## config.mk

```make
export PLATFORM = sky130hd
export DESIGN_NAME = pc_sequencer
export DESIGN_NICKNAME = d
export VERILOG_FILES = /design/src/rtl/pc_sequencer.sv
export SDC_FILE = /design/constraint.sdc
export NUM_CORES = 1
export LEC_CHECK = 0
export CORE_ASPECT_RATIO = 1.25
export CORE_MARGIN = 5
export CORE_UTILIZATION = 28
export CTS_CLUSTER_DIAMETER = 150
export DETAILED_ROUTE_END_ITERATION = 8
export PLACE_DENSITY = 0.58
export SKIP_CTS_REPAIR_TIMING = 1
export SYNTH_ARGS = -nofsm -noshare
export SYNTH_HDL_FRONTEND = slang
export SYNTH_SLANG_ARGS = --single-unit
```

## constraint.sdc

```tcl
create_clock -name clk -period 9.8 [get_ports clk]
set_clock_uncertainty 0.2 [all_clocks]
set_input_delay 2.94 -clock clk [delete_from_list [all_inputs] [get_ports clk]]
set_output_delay 2.94 -clock clk [all_outputs]
set_load 0.03 [all_outputs]
```

## src/rtl/pc_sequencer.sv

```systemverilog
// rtl/pc_sequencer.sv - fetch-stage program counter sequencer for the 5-stage MIPS core
module pc_sequencer #(
  parameter logic [31:0] RESET_PC    = 32'h0000_0000,
  parameter int          IMEM_WORDS  = 64,
  parameter int          BOOT_CYCLES = 2
) (
  input  logic        clk,
  input  logic        reset,
  input  logic        stall,
  input  logic        branch_taken,
  input  logic [31:0] branch_target,
  input  logic        jump,
  input  logic [31:0] jump_target,
  output logic [31:0] pc,
  output logic [31:0] pc_plus4,
  output logic        if_id_write,
  output logic        if_id_flush,
  output logic        halted
);

  typedef enum logic [1:0] {BOOT, RUN, HALT} state_t;

  // Offset of the last fetchable word from the base; anything past it (or below
  // the base, which wraps to a huge offset) is outside instruction memory.
  localparam logic [31:0] SPAN      = 32'(4 * IMEM_WORDS - 4);
  localparam logic [3:0]  BOOT_LAST = 4'(BOOT_CYCLES - 1);

  state_t      state_q, state_d;
  logic [31:0] pc_q, pc_d;
  logic [3:0]  cnt_q, cnt_d;
  logic        halted_q, halted_d;

  logic [31:0] next_pc;
  logic        redirect;
  logic        out_of_range;

  always_comb begin
    redirect = jump | branch_taken;
    if (jump) begin
      next_pc = jump_target & 32'hFFFF_FFFC;
    end else if (branch_taken) begin
      next_pc = branch_target & 32'hFFFF_FFFC;
    end else begin
      next_pc = pc_q + 32'd4;
    end
    out_of_range = (next_pc - RESET_PC) > SPAN;

    state_d     = state_q;
    pc_d        = pc_q;
    cnt_d       = cnt_q;
    halted_d    = halted_q;
    if_id_write = 1'b0;
    if_id_flush = 1'b1;

    case (state_q)
      BOOT: begin
        if (cnt_q == BOOT_LAST) begin
          state_d = RUN;
        end else begin
          cnt_d = cnt_q + 4'd1;
        end
      end
      RUN: begin
        if (stall) begin
          if_id_flush = 1'b0;
        end else begin
          if_id_write = 1'b1;
          if_id_flush = redirect | out_of_range;
          if (out_of_range) begin
            state_d  = HALT;
            halted_d = 1'b1;
          end else begin
            pc_d = next_pc;
          end
        end
      end
      HALT: begin
      end
      default: begin
        state_d = BOOT;
      end
    endcase
  end

  always_ff @(posedge clk) begin
    if (reset) begin
      state_q  <= BOOT;
      pc_q     <= RESET_PC;
      cnt_q    <= 4'd0;
      halted_q <= 1'b0;
    end else begin
      state_q  <= state_d;
      pc_q     <= pc_d;
      cnt_q    <= cnt_d;
      halted_q <= halted_d;
    end
  end

  assign pc       = pc_q;
  assign pc_plus4 = pc_q + 32'd4;
  assign halted   = halted_q;

endmodule

```

==> results.md, run 1 <==
- Status: complete, no violations
- Largest cells by area after synthesis: dfxtp_1, and2_1, nor4_1
- Row count: 41
- CTS sink cnt: 39
- Routed Antenna Nets: 0
- Die Footprint: 0.0122 mm²
- CTS root buf: clkbuf_16
- Yosys cell types: 65
- Main synth FF type: dfxtp_1
- Final nets: 548
- Slew HR: 43.8%
- I/O Buffers: 131
- Die H: 122 µm
- Final Hold Slack: 0.268 ns
- Setup crit end kind: output pin
- GR Layer Usage met2: 29.6%
- First-pass GRT wire length: 16,400 µm
- Io pins: 136
- Vias: 3,129
- Initial antenna violation count: 0
- DR DRC count: 0
- Mean post-synth cell area: 7.95 µm²
- Maximum clock insertion buffer count: 2
- Initial DRC count: 99
- GR Layer Usage met1: 20.5%
- Setup TNS: 0 ns
- Global routing's busiest layer: met2
- Pwr per Cell Area: 105 mW/mm²
- Area Overhead vs Synth: 55.0%
- Fillers: 1,008
- Pin count of the biggest net entering global routing: 25
- Crit path required time: 6.66 ns
- TritonCTS buffer count: 5
- Final hold vios: 0
- Max IR drop VDD: 0.0640 mV
- Die Wd: 99.9 µm
- CTS tree: yes
- Setup crit start kind: primary input
- Final Critical Period: 8.97 ns
- Max FO, Critical Path: 16
- Syn nets: 428
- Initial Util: 28.3%
- Vias in the first global route: 3,168
- Unrepaired setup endpoints after global routing: no
- Max_cap viols: 0
- Setup CP Type: primary input to output pin
- Post-synth top area cell: dfxtp_1
- Leak Pwr: 1.62 nW
- Share of the synthesized area in the top cell type: 27.6%
- Placed wire-length estimate: 8350 µm
- GRT overflow: 0
- Worst path arrival time: 5.83 ns
- Total power draw: 461 µW
- GR Layer Usage met3: 3.64%
- DRT Pass-1 Iters: 4
- Synth Instances: 356
- Worst slew pin tran: 0.840 ns
- Fmax: 111 MHz
- Clock transition at path regs: 0.06 ns
- Final Cycle Share: 91.5%
- Most frequent cell after synthesis: dfxtp_1
- Gpl congestion: 0.812
- Htree depth: 2
- DRT Wirelength: 10,400 µm
- Core area: 0.0100 mm²
- Via density: 5.16
- Total global-route track usage: 16.8%
- HP Class: register to register
- Post-synthesis sequential area ratio: 27.6%
- Clk Latency, worst-skew pair: 0.28 ns
- Synthesis-stage register bit count: 39
- Synth warnings: 0
- Fraction of registers with async set/reset: 0%
- Routed WL per cell: 17.2 µm
- Synth top cells by count: dfxtp_1, and2_1, nand2_1, nor4_1, nand3_1
- Number of synthesized flops with an enable pin: 0
- Cell Area, Synth: 0.00283 mm²
- Slew Viols, Final: 0
- Fraction of layout cells with a size suffix above 1: 7.97%
- Endpoints failing setup: 0
- # diodes: 0
[stage by stage]
| step | cell area (µm²) | cells | utilization (%) | setup WS (ns) |
|---|---|---|---|---|
| detailed placement | 4210 | 598 | 42.1 | 0.769 |
| finish | 4380 | 606 | 43.8 | 0.831 |
| global placement | 4210 | 598 | 42.1 | 0.772 |
| CTS | 4380 | 606 | 43.8 | 0.766 |
| global route | 4380 | 606 | 43.8 | 0.521 |
| floorplan | 2830 | 356 | - | 1.61 |
[final cells by class]
type | instances | area, µm² | area share [%]
Clock buffer | 6 | 139 | 3.17
Clock inverter | 2 | 35.0 | 0.799
Inverter | 17 | 63.8 | 1.46
Multi-Input combinational cell | 275 | 1840 | 42.0
Sequential cell | 39 | 781 | 17.8
Tap cell | 129 | 161 | 3.68
Timing Repair Buffer | 138 | 1360 | 31.1
[power by group]
group | switching, mW | total [mW] | internal (mW)
registers | 0.00758 | 0.174 | 0.166
clock network | 0.0659 | 0.193 | 0.127
logic | 0.0455 | 0.0953 | 0.0498
[state kept, by name (all words and copies together), names as in the netlist]
| signal | flops |
|---|---|
| halted | 1 |
| pc | 32 |
| cnt_q | 4 |
| state_q | 2 |
[cell families (layout without fill, tap and decap cells)]
logic type | Yosys count | in the layout | share of synthesized area (%)
AO/OA/AOI/OAI | 66 | 66 | 18.3
adder cells (fa/ha/maj) | 3 | 3 | 1.33
AND/OR/NAND/NOR | 174 | 174 | 35.1
XOR/XNOR | 23 | 23 | 7.12
buffers and inverters | 42 | 163 | 7.25
flip-flops | 39 | 39 | 27.6
multiplexers | 9 | 9 | 3.36
[path summary, 6_finish.rpt]
check / to / cells after the start / slack [ns] / start
min: halted / 2 / 0.27 / halted
max reg2reg: pc[11] / 8 / 5.76 / pc[6]
min reg2reg: halted / 2 / 0.27 / halted
max: if_id_flush / 11 / 0.83 / jump
[metal layers]
metal  vias up  wire length [µm]
met2       101              5230
met3         9               639
met4         0               149
met1      1466              4400
li1       1553                 -
met5         -                 0
[cell usage in the layout (no fill, tap or decap), types with 12 or more instances in the layout]
cell / Yosys / final
and2_1: 27 / 27
clkdlybuf4s50_1: 0 / 130
dfxtp_1: 39 / 39
inv_1: 17 / 17
nand2_1: 26 / 26
nand3_1: 18 / 18
nor2_1: 16 / 16
nor3_1: 16 / 16
nor4_1: 20 / 20
xnor2_1: 12 / 12
[critical path: stages]
cell             delay [ns]
clkdlybuf4s50_1        0.52
buf_4                  0.22
inv_1                  0.38
nand2_1                0.09
o41ai_1                0.31
o21ai_0                0.20
nor4_1                 0.30
nand3_1                0.22
nor4_2                 0.36
a32oi_1                0.10
buf_4                  0.19
Power figures use the tool's default switching activity.
==> inputs of run 2 (changes only) <==
Settings changed: CORE_UTILIZATION 28 to 35, PLACE_DENSITY 0.58 to 0.7.
==> results.md, run 2 (same netlist as run 1, synthesis figures left out) <==
- Most frequent cells in the layout: clkdlybuf4s50_1, dfxtp_1, and2_1, nand2_1, nor4_1 (unchanged)
- Pwr per Cell Area: 90.1 mW/mm² (was 105 mW/mm²)
- Row count: 36 (was 41)
- CTS sink cnt: 39 (unchanged)
- Switching share of power: 28.7% (was 25.8%)
- Fraction of layout cells with a size suffix above 1: 7.35% (was 7.97%)
- DRT Wirelength: 9930 µm (was 10,400 µm)
- Gpl congestion: 0.852 (was 0.812)
- Via density: 5.51 (was 5.16)
- Non-filler cells, final: 571 (was 606)
- I/O Buffers: 131 (unchanged)
- Setup TNS: 0 ns (unchanged)
- Critical path's largest stage delay: 0.69 ns (was 0.52 ns)
- Initial DRC count: 117 (was 99)
- Final Critical Period: 9.42 ns (was 8.97 ns)
- Slew Viols, Final: 0 (unchanged)
- Endpoints failing setup: 0 (unchanged)
- Sequential share of power: 45.2% (was 37.6%)
- Max FO, Critical Path: 13 (was 16)
- First-pass GRT wire length: 15,800 µm (was 16,400 µm)
- GRT overflow: 0 (unchanged)
- Htree depth: 2 (unchanged)
- Multi-input logic area: 0.00184 mm² (unchanged)
- Status: complete, no violations (unchanged)
- CTS tree: yes (unchanged)
- Placed wire-length estimate: 7980 µm (was 8350 µm)
- Maximum clock insertion buffer count: 2 (unchanged)
- Final Cycle Share: 96.1% (was 91.5%)
- Final nets: 547 (was 548)
- Final hold vios: 0 (unchanged)
- TritonCTS buffer count: 5 (unchanged)
- Worst path arrival time: 6.28 ns (was 5.83 ns)
- Setup CP Type: primary input to output pin (unchanged)
- CP max-delay cell: clkdlybuf4s50_1 (unchanged)
- Setup crit start kind: primary input (unchanged)
- Area Overhead vs Synth: 50.5% (was 55.0%)
- Dpl cells: 563 (was 598)
- Reg area: 781 µm² (unchanged)
- # diodes: 0 (unchanged)
- Setup crit end kind: output pin (unchanged)
- Clock power frac: 29.9% (was 41.7%)
- Design area: 0.00426 mm² (was 0.00438 mm²)
- Routed WL per cell: 17.4 µm (was 17.2 µm)
- Die H: 111 µm (was 122 µm)
- Max reg flops: 32 (unchanged)
- Comb power frac: 24.9% (was 20.7%)
- Worst slew pin tran: 0.819 ns (was 0.840 ns)
- Switching power: 110 µW (was 119 µW)
- Die Footprint: 0.00999 mm² (was 0.0122 mm²)
- Commonest non-fill, non-tap cell in the layout: clkdlybuf4s50_1 (unchanged)
- Pin count of the biggest net entering global routing: 25 (unchanged)
- Io pins: 136 (unchanged)
- Routed Antenna Nets: 0 (unchanged)
- Fillers: 757 (was 1,008)
- Max_cap viols: 0 (unchanged)
- Fmax: 106 MHz (was 111 MHz)
- Vias in the first global route: 3,126 (was 3,168)
- CTS root buf: clkbuf_8 (was clkbuf_16)
- Crit path required time: 6.66 ns (about the same)
- DRT Pass-1 Iters: 4 (unchanged)
- Critical-path cell list: clkdlybuf4s50_1 > inv_1 > o21ai_0 > o21ai_0 > o211ai_1 > nor4_1 > nand3_1 > nor4_2 > a32oi_1 > clkdlybuf4s50_1 (was clkdlybuf4s50_1 > buf_4 > inv_1 > nand2_1 > o41ai_1 > o21ai_0 > nor4_1 > nand3_1 > nor4_2 > a32oi_1 > buf_4)
- Die Wd: 90.4 µm (was 99.9 µm)
- Slew HR: 45.2% (was 43.8%)
- Vias: 3,148 (was 3,129)
- Unrepaired setup endpoints after global routing: no (unchanged)
- Clk Latency, worst-skew pair: 0.29 ns (was 0.28 ns)
- Clock transition at path regs: 0.08 ns (was 0.06 ns)
- DR DRC count: 0 (unchanged)
- Total global-route track usage: 19.0% (was 16.8%)
- Initial Util: 36.1% (was 28.3%)
- Core area: 0.00784 mm² (was 0.0100 mm²)
- Int Power: 273 µW (was 342 µW)
- HP Class: register to register (unchanged)
- Leak Pwr: 1.57 nW (was 1.62 nW)
- Max IR drop VDD: 0.0593 mV (was 0.0640 mV)
- FF-to-FF setup slack: 5.78 ns (was 5.76 ns)
- Placed cell area: 0.00416 mm² (was 0.00421 mm²)
- Initial antenna violation count: 0 (unchanged)
[run 2: final cells by class]
class	instances	share of cell area [%]
Clock buffer	7	2.03
Clock inverter	1	0.206
Inverter	17	1.50
Multi-Input combinational cell	275	43.3
Sequential cell	39	18.3
Tap cell	95	2.79
Timing Repair Buffer	137	31.9
[run 2: stage by stage]
step	utilization (%)	hold WS [ns]	setup WS (ns)	total power [mW]
5_1_grt	54.3	0.305	0.206	0.403
4_1_cts	54.3	0.275	0.332	0.387
6_report	54.3	0.272	0.378	0.384
3_5_place_dp	53.1	0.256	0.349	0.273
3_3_place_gp	53.1	0.253	0.403	0.270
2_1_floorplan	-	0.280	1.61	0.229
[run 2: power by group through the flow]
stage | clock network, mW | registers [mW] | logic (mW)
4_1_cts | 0.118 | 0.174 | 0.0960
2_1_floorplan | 0 | 0.177 | 0.0517
5_1_grt | 0.124 | 0.175 | 0.104
3_3_place_gp | 0 | 0.176 | 0.0934
3_5_place_dp | 0 | 0.177 | 0.0955
6_report | 0.115 | 0.173 | 0.0953
[run 2: path summary, 6_finish.rpt]
path / from / to / depth (start not counted)
max: branch_taken / if_id_flush / 10
min: halted / halted / 2
max reg2reg: pc[6] / pc[22] / 8
min reg2reg: halted / halted / 2
[run 2: per-layer routing]
metal	track usage, %	share of wire (%)	up-vias	wire length [µm]
met4	4.97	1.1	0	109
li1	-	-	1551	-
met5	0	0	-	0
met3	3.74	6.8	6	674
met2	33.4	51	112	5050
met1	23.4	41	1479	4100
[run 2: worst max-delay path: cells and delay by family]
kind | cells | cell delay (ns)
compound gates | 4 | 0.55
buf+inv | 3 | 1.81
simple gates | 3 | 0.98
